`src/rtl/spi_tx_arbiter.sv`:
```
// Two-requester AXI-Stream arbiter feeding one SPI transmit engine.
// Packet-atomic round-robin grants with a programmable idle gap between packets.
module spi_tx_arbiter #(
    parameter int unsigned C_AXIS_TDATA_WIDTH = 32,
    parameter int unsigned GAP_CYCLES         = 4,
    parameter int unsigned MAX_BEATS          = 0
) (
    input  logic                          ACLK,
    input  logic                          ARESET,
    input  logic [C_AXIS_TDATA_WIDTH-1:0] S0_AXIS_TDATA,
    input  logic                          S0_AXIS_TVALID,
    input  logic                          S0_AXIS_TLAST,
    output logic                          S0_AXIS_TREADY,
    input  logic [C_AXIS_TDATA_WIDTH-1:0] S1_AXIS_TDATA,
    input  logic                          S1_AXIS_TVALID,
    input  logic                          S1_AXIS_TLAST,
    output logic                          S1_AXIS_TREADY,
    output logic [C_AXIS_TDATA_WIDTH-1:0] M_AXIS_TDATA,
    output logic                          M_AXIS_TVALID,
    output logic                          M_AXIS_TLAST,
    input  logic                          M_AXIS_TREADY,
    output logic [1:0]                    grant,
    output logic                          busy
);

    localparam int unsigned BEAT_CNT_W = 16;
    localparam int unsigned GAP_CNT_W  = 8;

    typedef enum logic [1:0] {
        ST_IDLE   = 2'd0,
        ST_GRANT0 = 2'd1,
        ST_GRANT1 = 2'd2,
        ST_GAP    = 2'd3
    } state_t;

    state_t                        r_state;
    state_t                        w_state_nxt;
    logic                          r_last;
    logic                          w_last_nxt;
    logic [BEAT_CNT_W-1:0]         r_beat_cnt;
    logic [BEAT_CNT_W-1:0]         w_beat_cnt_nxt;
    logic [GAP_CNT_W-1:0]          r_gap_cnt;
    logic [GAP_CNT_W-1:0]          w_gap_cnt_nxt;
    logic                          r_m_valid;
    logic                          r_m_last;
    logic [C_AXIS_TDATA_WIDTH-1:0] r_m_data;

    logic                          w_out_free;
    logic                          w_max_hit;
    logic                          w_gap_done;
    logic                          w_s0_ready;
    logic                          w_s1_ready;
    logic                          w_accept;
    logic                          w_end_beat;
    logic                          w_src_last;
    logic [C_AXIS_TDATA_WIDTH-1:0] w_src_data;

    // Output register can take a beat when empty or draining this cycle.
    assign w_out_free = !r_m_valid || M_AXIS_TREADY;
    assign w_max_hit  = (MAX_BEATS != 0) && (r_beat_cnt == BEAT_CNT_W'(MAX_BEATS - 1));
    assign w_gap_done = (GAP_CYCLES == 0) || (r_gap_cnt == GAP_CNT_W'(GAP_CYCLES - 1));

    always_ff @(posedge ACLK) begin
        if (ARESET) begin
            r_state    <= ST_IDLE;
            r_last     <= 1'b1;
            r_beat_cnt <= '0;
            r_gap_cnt  <= '0;
        end else begin
            r_state    <= w_state_nxt;
            r_last     <= w_last_nxt;
            r_beat_cnt <= w_beat_cnt_nxt;
            r_gap_cnt  <= w_gap_cnt_nxt;
        end
    end

    always_comb begin
        w_state_nxt    = r_state;
        w_last_nxt     = r_last;
        w_beat_cnt_nxt = r_beat_cnt;
        w_gap_cnt_nxt  = r_gap_cnt;
        w_s0_ready     = 1'b0;
        w_s1_ready     = 1'b0;
        w_accept       = 1'b0;
        w_end_beat     = 1'b0;
        w_src_data     = S0_AXIS_TDATA;
        w_src_last     = S0_AXIS_TLAST;

        case (r_state)
            ST_IDLE: begin
                w_beat_cnt_nxt = '0;
                w_gap_cnt_nxt  = '0;
                // On a tie the source that did not own the last grant wins.
                if (S0_AXIS_TVALID && (!S1_AXIS_TVALID || r_last)) begin
                    w_state_nxt = ST_GRANT0;
                    w_last_nxt  = 1'b0;
                end else if (S1_AXIS_TVALID) begin
                    w_state_nxt = ST_GRANT1;
                    w_last_nxt  = 1'b1;
                end
            end
            ST_GRANT0: begin
                w_s0_ready = w_out_free;
                w_accept   = S0_AXIS_TVALID && w_out_free;
            end
            ST_GRANT1: begin
                w_s1_ready = w_out_free;
                w_accept   = S1_AXIS_TVALID && w_out_free;
                w_src_data = S1_AXIS_TDATA;
                w_src_last = S1_AXIS_TLAST;
            end
            ST_GAP: begin
                // Gap counting waits until the final beat has left the output register.
                if (!r_m_valid) begin
                    if (w_gap_done) begin
                        w_state_nxt   = ST_IDLE;
                        w_gap_cnt_nxt = '0;
                    end else begin
                        w_gap_cnt_nxt = r_gap_cnt + GAP_CNT_W'(1);
                    end
                end
            end
            default: w_state_nxt = ST_IDLE;
        endcase

        w_end_beat = w_src_last || w_max_hit;
        if (w_accept) begin
            if (w_end_beat) begin
                w_state_nxt    = ST_GAP;
                w_beat_cnt_nxt = '0;
            end else begin
                w_beat_cnt_nxt = r_beat_cnt + BEAT_CNT_W'(1);
            end
        end
    end

    // Single output stage; a simultaneous load and drain keeps it valid.
    always_ff @(posedge ACLK) begin
        if (ARESET) begin
            r_m_valid <= 1'b0;
            r_m_last  <= 1'b0;
            r_m_data  <= '0;
        end else if (w_accept) begin
            r_m_valid <= 1'b1;
            r_m_last  <= w_end_beat;
            r_m_data  <= w_src_data;
        end else if (M_AXIS_TREADY) begin
            r_m_valid <= 1'b0;
        end
    end

    assign S0_AXIS_TREADY = w_s0_ready;
    assign S1_AXIS_TREADY = w_s1_ready;
    assign M_AXIS_TDATA   = r_m_data;
    assign M_AXIS_TVALID  = r_m_valid;
    assign M_AXIS_TLAST   = r_m_last;
    assign grant          = {r_state == ST_GRANT1, r_state == ST_GRANT0};
    assign busy           = (r_state != ST_IDLE) || r_m_valid;

endmodule

```
`config.mk`:
```
export PLATFORM = sky130hd
export DESIGN_NAME = spi_tx_arbiter
export DESIGN_NICKNAME = d
export VERILOG_FILES = /design/src/rtl/spi_tx_arbiter.sv
export SDC_FILE = /design/constraint.sdc
export NUM_CORES = 1
export LEC_CHECK = 0
export ABC_AREA = 1
export BUFFER_PORTS_ARGS = -buffer_cell sky130_fd_sc_hd__buf_4
export CAP_MARGIN = 20
export CELL_PAD_IN_SITES_DETAIL_PLACEMENT = 1
export CELL_PAD_IN_SITES_GLOBAL_PLACEMENT = 2
export CORE_AREA = 10 10 123 92
export CTS_CLUSTER_DIAMETER = 60
export DETAILED_ROUTE_END_ITERATION = 10
export DIE_AREA = 0 0 133 102
export PLACE_DENSITY = 0.94
export SYNTH_ARGS = -nofsm -noshare
export SYNTH_HDL_FRONTEND = slang
export SYNTH_SLANG_ARGS = --single-unit
export TNS_END_PERCENT = 20
```
`constraint.sdc`:
```
create_clock -name ACLK -period 2.5 [get_ports ACLK]
set_input_delay 0.375 -clock ACLK [delete_from_list [all_inputs] [get_ports ACLK]]
set_output_delay 0.375 -clock ACLK [all_outputs]
set_load 0.01 [all_outputs]
```
==> results.yml, run 1 <==
run_status:
  status: "completed"
power:
  power.switching_uw: 1414
  pwr-share-comb_pct: 47.2
  power_frac_clock_pct: 21.3
  swShare_pct: 38.62
  power.density_nw_per_um2: 1141
  power_frac_seq_pct: 31.5
  power.total_uw: 3662
  power.static_leakage_uw: 0.001489
  ir_drop_v: 0.0003178
  p_int_uw: 2247
clocking:
  cts_buffer_depth: 2
  numCtsBuffers: 5
  clock_latency_ns: 0.29
  cts_tree: "done"
  numClockSinks: 45
  clk_pin_slew_worst_paths_ns: 0.06
  cts_hold_buf: 0
  post_cts_buffers: 0
  h-tree-depth: 2
  cts-root-buf: "clkbuf_16"
  cts_resized: 0
die:
  die_y_um: 102
  core_um2: 8890
  chipWidth_um: 133
  initial_core_util_pct: 23.70
  row_count: 29
  die_area_um2: 13570
  io_pins: 110
placed_design:
  dp_hpwl_um: 6415
  io_buffers: 109
  place_worst_setup_slack_ns: 0.6608
  gp_congestion: 0.8038
sta:
  whs_ns: 0.3450
  fin_worst_skew_ns: 0.006140
  hold_viol: 0
  finalCritPeriodShare_pct: 77.71
  final_max_slew_viol_count: 0
  slew_headroom_pct: 61.66
  setup_slack_ns: 0.5573
  rsz0062_at_grt: "false"
  final.min_clock_period_ns: 1.943
  setup_viol: 0
  setup_total_negative_slack_ns: 0
  tightest_slew_ns: 0.5750
  fmax_ghz: 0.5147
drt:
  drtIter0Drc: 166
  ant_nets: 0
  routedWlPerCell_um: 15.55
  first_pass_iters: 4
  drt-vias-per-instance: 4.512
  drc_errors: 0
  vias: 2369
  totalWireLength_um: 8165
final_layout:
  fillers: 1113
  drive_gt1_share_pct: 32.17
  antenna_cells: 0
  layout_common_cells: "buf_4 (117), nand2_1 (95), dfxtp_1 (45)"
  final_common_cell: "buf_4"
  fin_nets: 476
  final_util_pct: 36.10
  syn_to_final_growth_pct: 52.32
global_routing:
  grt_max_degree: 37
  grt_pass1_wl_um: 13080
  grt_pass1_vias: 2478
  gr-usage-all-layers_pct: 11.81
  antenna_found_initial: 0
  grt-ovfl-total: 0
critical_path:
  start_kind: "flop"
  cp_max_fo: 8
  startpoint: "r_state[0]"
  rr_worst_depth: 8
  crit_type: "flop to output pin"
  rrSetupSlack_ns: 0.68
  cp.arrival_ns: 1.57
  crit_path_end_kind: "output pin"
  r2r_end: "M_AXIS_TDATA[26]"
  rr_startpoint: "r_state[0]"
  crit_required_ns: 2.12
min_path:
  holdPathStages: 2
  min_from: "ARESET"
  worstHoldEndpoint: "r_gap_cnt[5]"
  hold_path.class: "input pin to flop"
yosys:
  seq_area_frac_synth_pct: 42.76
  syn_nets: 370
  synth_seq_cells: 45
  ys.warnings.count: 0
  syn_avg_cell_area_um2: 7.167
  synthesis.area_um2: 2107
  syn_inst: 294
  synth_cell_types: 23
flow_run:
  maxCapViolCount: 0
## layout make-up
class                   instances  area [um^2]  area share, %
multi-input cells             209         1020          31.77
clock inverters                 1        30.03         0.9357
clock buffers                   7        142.6          4.444
repair buffers                117        878.3          27.37
inverters                      22        82.58          2.573
flip-flops and latches         45        900.9          28.07
well taps                     124        155.1          4.834
## flip-flops by register name, summed over array words and instances, names as in the netlist
| name | flops |
|---|---|
| M_AXIS_TDATA | 32 |
| M_AXIS_TLAST | 1 |
| M_AXIS_TVALID | 1 |
| r_gap_cnt | 8 |
| r_last | 1 |
| r_state | 2 |
## cells in the mapped netlist
cell / number / share of area [%]
a211oi_1: 1 / 0.36
a21oi_1: 12 / 2.9
a31oi_1: 32 / 9.5
buf_2: 5 / 1.2
buf_6: 4 / 2.1
clkbuf_1: 9 / 1.6
clkinv_1: 1 / 0.18
dfxtp_1: 45 / 43
ha_1: 5 / 3.0
inv_1: 19 / 3.4
inv_2: 2 / 0.36
nand2_1: 95 / 17
nand3_1: 7 / 1.7
nand3_2: 1 / 0.48
nand3b_1: 1 / 0.36
nand4_1: 2 / 0.59
nor2_1: 8 / 1.4
nor2_2: 1 / 0.30
o21ai_0: 21 / 5.0
o21ai_1: 20 / 4.8
o21ai_2: 1 / 0.42
o311ai_0: 1 / 0.42
xor2_1: 1 / 0.42
## per-stage QoR
stage          instances  area [um^2]
4_1_cts              525         3209
3_5_place_dp         517         3037
2_1_floorplan        294         2107
3_3_place_gp         517         3037
6_report             525         3209
5_1_grt              525         3209
## worst max path at each step
stage | to | slack, ns | depth (start not counted)
2_1_floorplan | S1_AXIS_TREADY | 0.82 | 6
3_3_place_gp | M_AXIS_TDATA[25] | 0.78 | 8
3_5_place_dp | M_AXIS_TDATA[26] | 0.66 | 8
4_1_cts | S1_AXIS_TREADY | 0.50 | 5
5_1_grt | S1_AXIS_TREADY | 0.34 | 5
6_report | S1_AXIS_TREADY | 0.56 | 5
## power groups by stage
stage	clock (uW)	sequential (uW)	combinational [uW]
after floorplan	0	1260	850
after global placement	0	1160	1720
after detailed placement	0	1170	1760
after CTS	800	1160	1760
after global routing	831	1190	1950
final	780	1150	1730
## worst max-delay path, stage by stage (launching register included)
cell and delay [ns]:
dfxtp_1 0.34, inv_1 0.09, ha_1 0.26, clkinv_1 0.26, nor2_1 0.19, buf_4 0.14
## kinds of logic after synthesis
group,Yosys count,share of synthesized area [%]
AOI/OAI and AO/OA,88,23.28
DFF,45,42.76
adders and majority gates,5,2.969
buffers and inverters,40,8.848
and+or+nand+nor,115,21.73
xor gates and xnor gates,1,0.4158
## metal layers
layer	global-route usage (%)	up-vias	part of all wire, %
li1	-	1202	-
met1	15.09	1085	48
met2	18.98	77	45
met3	3.676	5	7.1
met4	3.120	0	0.60
met5	0	-	0
No activity file was read; power rests on OpenSTA's default activity.
==> inputs of run 2 (changes only) <==
==> config.mk (replaced) <==
export PLATFORM = sky130hd
export DESIGN_NAME = spi_tx_arbiter
export DESIGN_NICKNAME = d
export VERILOG_FILES = /design/src/rtl/spi_tx_arbiter.sv
export SDC_FILE = /design/constraint.sdc
export NUM_CORES = 1
export LEC_CHECK = 0
export ABC_AREA = 0
export BUFFER_PORTS_ARGS = -buffer_cell sky130_fd_sc_hd__buf_4
export CAP_MARGIN = 20
export CELL_PAD_IN_SITES_DETAIL_PLACEMENT = 1
export CELL_PAD_IN_SITES_GLOBAL_PLACEMENT = 2
export CORE_AREA = 10 10 130 96
export CTS_CLUSTER_DIAMETER = 60
export DETAILED_ROUTE_END_ITERATION = 10
export DIE_AREA = 0 0 140 106
export PLACE_DENSITY = 0.87
export SYNTH_ARGS = -nofsm -noshare
export SYNTH_HDL_FRONTEND = slang
export SYNTH_SLANG_ARGS = --single-unit
export TNS_END_PERCENT = 20
==> constraint.sdc (replaced) <==
create_clock -name ACLK -period 1.6 [get_ports ACLK]
set_input_delay 0.24 -clock ACLK [delete_from_list [all_inputs] [get_ports ACLK]]
set_output_delay 0.24 -clock ACLK [all_outputs]
set_load 0.01 [all_outputs]
==> run 2 against run 1 <==
Combinational power grew to 2.6 times the previous value. Global-route usage down 0.42 points. The run now ends with setup timing left. Synthesized area rose by 11%. Final cell count decreased by 4.2%. Worst setup slack worse by 0.56 ns. Register-to-register slack worse by 0.68 ns. Total power up 100%. Clock skew about the same. Die area up 9.4%. Highest routed layer unchanged.
==> results.yml, run 2 <==
run_status:
  status: "complete, but fails checks"
  violations: "setup timing"
final_layout:
  antenna_cells: 0
  stdcell_area_um2: 3993
  layout_common_cells: "buf_4 (126), dfxtp_1 (42), a211oi_2 (33)"
  largest_reg_flops: 32
  drive_gt1_share_pct: 62.80
  final_common_cell: "buf_4"
  syn_to_final_growth_pct: 70.19
  stdcell_count: 503
  fin_nets: 446
yosys:
  seq_area_frac_synth_pct: 38.40
  synth_seq_cells: 45
  syn_inst: 238
  synthTopCellsByArea: "dfxtp_1 (38%), a211oi_2 (16%), mux2i_1 (14%)"
  syn_avg_cell_area_um2: 9.857
  synth_top_cell_by_area: "dfxtp_1"
  yosysTopAreaCellShare_pct: 38.40
  synthArstFlopShare_pct: 0
  ys.flop_type: "dfxtp_1"
  ys.warnings.count: 0
  synth_cell_types: 36
  syn_nets: 314
  synthTopCellsByCount: "dfxtp_1 (45), nor2_1 (41), mux2i_1 (33), a211oi_2 (30)"
  synth_edf_count: 0
  synthMostInstantiatedCell: "dfxtp_1"
  synthesis.area_um2: 2346
drt:
  first_pass_iters: 4
  vias: 2363
  ant_nets: 0
  totalWireLength_um: 9450
  drc_errors: 0
  drtIter0Drc: 77
  routedWlPerCell_um: 18.79
  drt-vias-per-instance: 4.698
die:
  die_area_um2: 14840
  core_um2: 10080
  die_y_um: 106
  chipWidth_um: 140
  initial_core_util_pct: 23.26
  row_count: 31
  io_pins: 110
sta:
  setup_slack_ns: -0.0006838
  hold_viol: 0
  slew_headroom_pct: 76.48
  fmax_ghz: 0.6247
  setup_viol: 2
  fin_worst_skew_ns: 0.006212
  final_max_slew_viol_count: 0
  rsz0062_at_grt: "true"
  tightest_slew_ns: 0.3522
  finalCritPeriodShare_pct: 100.0
  final.min_clock_period_ns: 1.601
critical_path:
  worstPathCellList: "inv_4, ha_4, mux2_4, and3_4, clkbuf_16, nor2_2, a211oi_2"
  crit_required_ns: 1.76
  critPathMaxStageDelay_ns: 0.35
  start_kind: "flop"
  crit_path_end_kind: "flop"
  cp_max_fo: 7
  crit_type: "flop to flop"
  cp.arrival_ns: 1.77
  slowest_stage: "dfxtp_4"
power:
  power.switching_uw: 2917
  power_frac_clock_pct: 14.1
  power_frac_seq_pct: 25.6
  power.static_leakage_uw: 0.001621
  swShare_pct: 39.62
  power.density_nw_per_um2: 1844
  pwr-share-comb_pct: 60.3
  p_int_uw: 4445
  ir_drop_v: 0.0006264
global_routing:
  gr-usage-all-layers_pct: 11.39
  grt_pass1_wl_um: 13900
  grt_pass1_vias: 2512
  grt-ovfl-total: 0
  antenna_found_initial: 0
  grt_max_degree: 22
placed_design:
  gp_congestion: 0.8036
  dp_hpwl_um: 6506
  dp.cells: 480
  placed_area_um2: 3455
  io_buffers: 109
clocking:
  cts-root-buf: "clkbuf_16"
  numClockSinks: 45
  clock_latency_ns: 0.29
  cts_tree: "done"
  cts_buffer_depth: 2
  h-tree-depth: 2
  clk_pin_slew_worst_paths_ns: 0.06
  numCtsBuffers: 5
flow_run:
  maxCapViolCount: 0
min_path:
  hold_path.class: "input pin to flop"
==> run 2: cell types whose count changed after synthesis, moves of 5 or more <==
cell,previous run,this run
a211oi_2,0,30
a21oi_1,12,6
a31oi_1,32,3
inv_1,19,4
mux2i_1,0,33
nand2_1,95,8
nor2_1,8,41
nor2b_1,0,5
o21ai_0,21,4
o21ai_1,20,0
==> run 2: through the flow <==
stage / total power (uW) / setup TNS (ns) / util (%) / hold slack (ns) / setup slack [ns]
2_1_floorplan: 4045 / -2.590 / - / 0.4347 / -0.09872
3_3_place_gp: 5221 / 0 / 34.26 / 0.4537 / 0.04589
3_5_place_dp: 5354 / -0.1238 / 34.26 / 0.4642 / -0.03953
4_1_cts: 7011 / -0.1594 / 37.95 / 0.2582 / -0.04473
5_1_grt: 7812 / -0.5385 / 39.59 / 0.2866 / -0.04672
6_report: 7362 / -0.001124 / 39.59 / 0.2643 / -0.0006838
==> run 2: power by group through the flow <==
stage | clock [uW] | combinational (uW) | sequential [uW]
6_report | 1040 | 4440 | 1890
5_1_grt | 1110 | 4760 | 1940
4_1_cts | 1060 | 4090 | 1860
3_5_place_dp | 0 | 3490 | 1870
3_3_place_gp | 0 | 3380 | 1840
2_1_floorplan | 0 | 2040 | 2010
==> run 2: path summary, 6_finish.rpt <==
check	cells past startpoint	slack [ns]	endpoint	from
min reg2reg	2	0.48	M_AXIS_TLAST	M_AXIS_TLAST
max	7	-0.0007	M_AXIS_TDATA[12]	r_state[0]
max reg2reg	7	-0.0007	M_AXIS_TDATA[12]	r_state[0]
min	2	0.26	M_AXIS_TLAST	ARESET
==> run 2: cell type report <==
type / count / area (um^2)
Fill cell: 1132 / 6092
Multi-Input combinational cell: 174 / 1504
Timing Repair Buffer: 140 / 1256
Sequential cell: 45 / 909.6
Tap cell: 132 / 165.2
Clock buffer: 7 / 132.6
Inverter: 4 / 17.52
Clock inverter: 1 / 7.507
==> run 2: layer usage <==
metal / part of all wire (%) / track usage, % / vias to the layer above / routed length (um)
met5: 0 / 0 / - / 0
met4: 0.71 / 2.647 / 0 / 67
met3: 5.1 / 3.024 / 6 / 478
met2: 49 / 18.96 / 71 / 4658
met1: 45 / 14.41 / 1155 / 4245
li1: - / - / 1131 / -
==> run 2: kinds of logic after synthesis <==
kind of cell | share of synthesized area, %
adders and majority gates | 2.667
DFF | 38.40
and+or+nand+nor | 15.89
muxes | 15.20
buffers and inverters | 5.119
AOI/OAI and AO/OA | 22.72
==> run 2: repair_timing <==
item                       4_1_cts  5_1_grt
hold buffers                     0        0
setup buffers                    7        0
cloned                           4        4
resized for setup               17       29
setup endpoints to repair       13       45
pin swaps                       16       13
==> run 2: worst max-delay path, delay by kind of cell (launching register included) <==
family	cells	cell delay [ns]
and+or+nand+nor	2	0.34
adders and majority gates	1	0.16
muxes	1	0.32
buffers and inverters	2	0.26
DFF	1	0.35
AOI/OAI and AO/OA	1	0.05
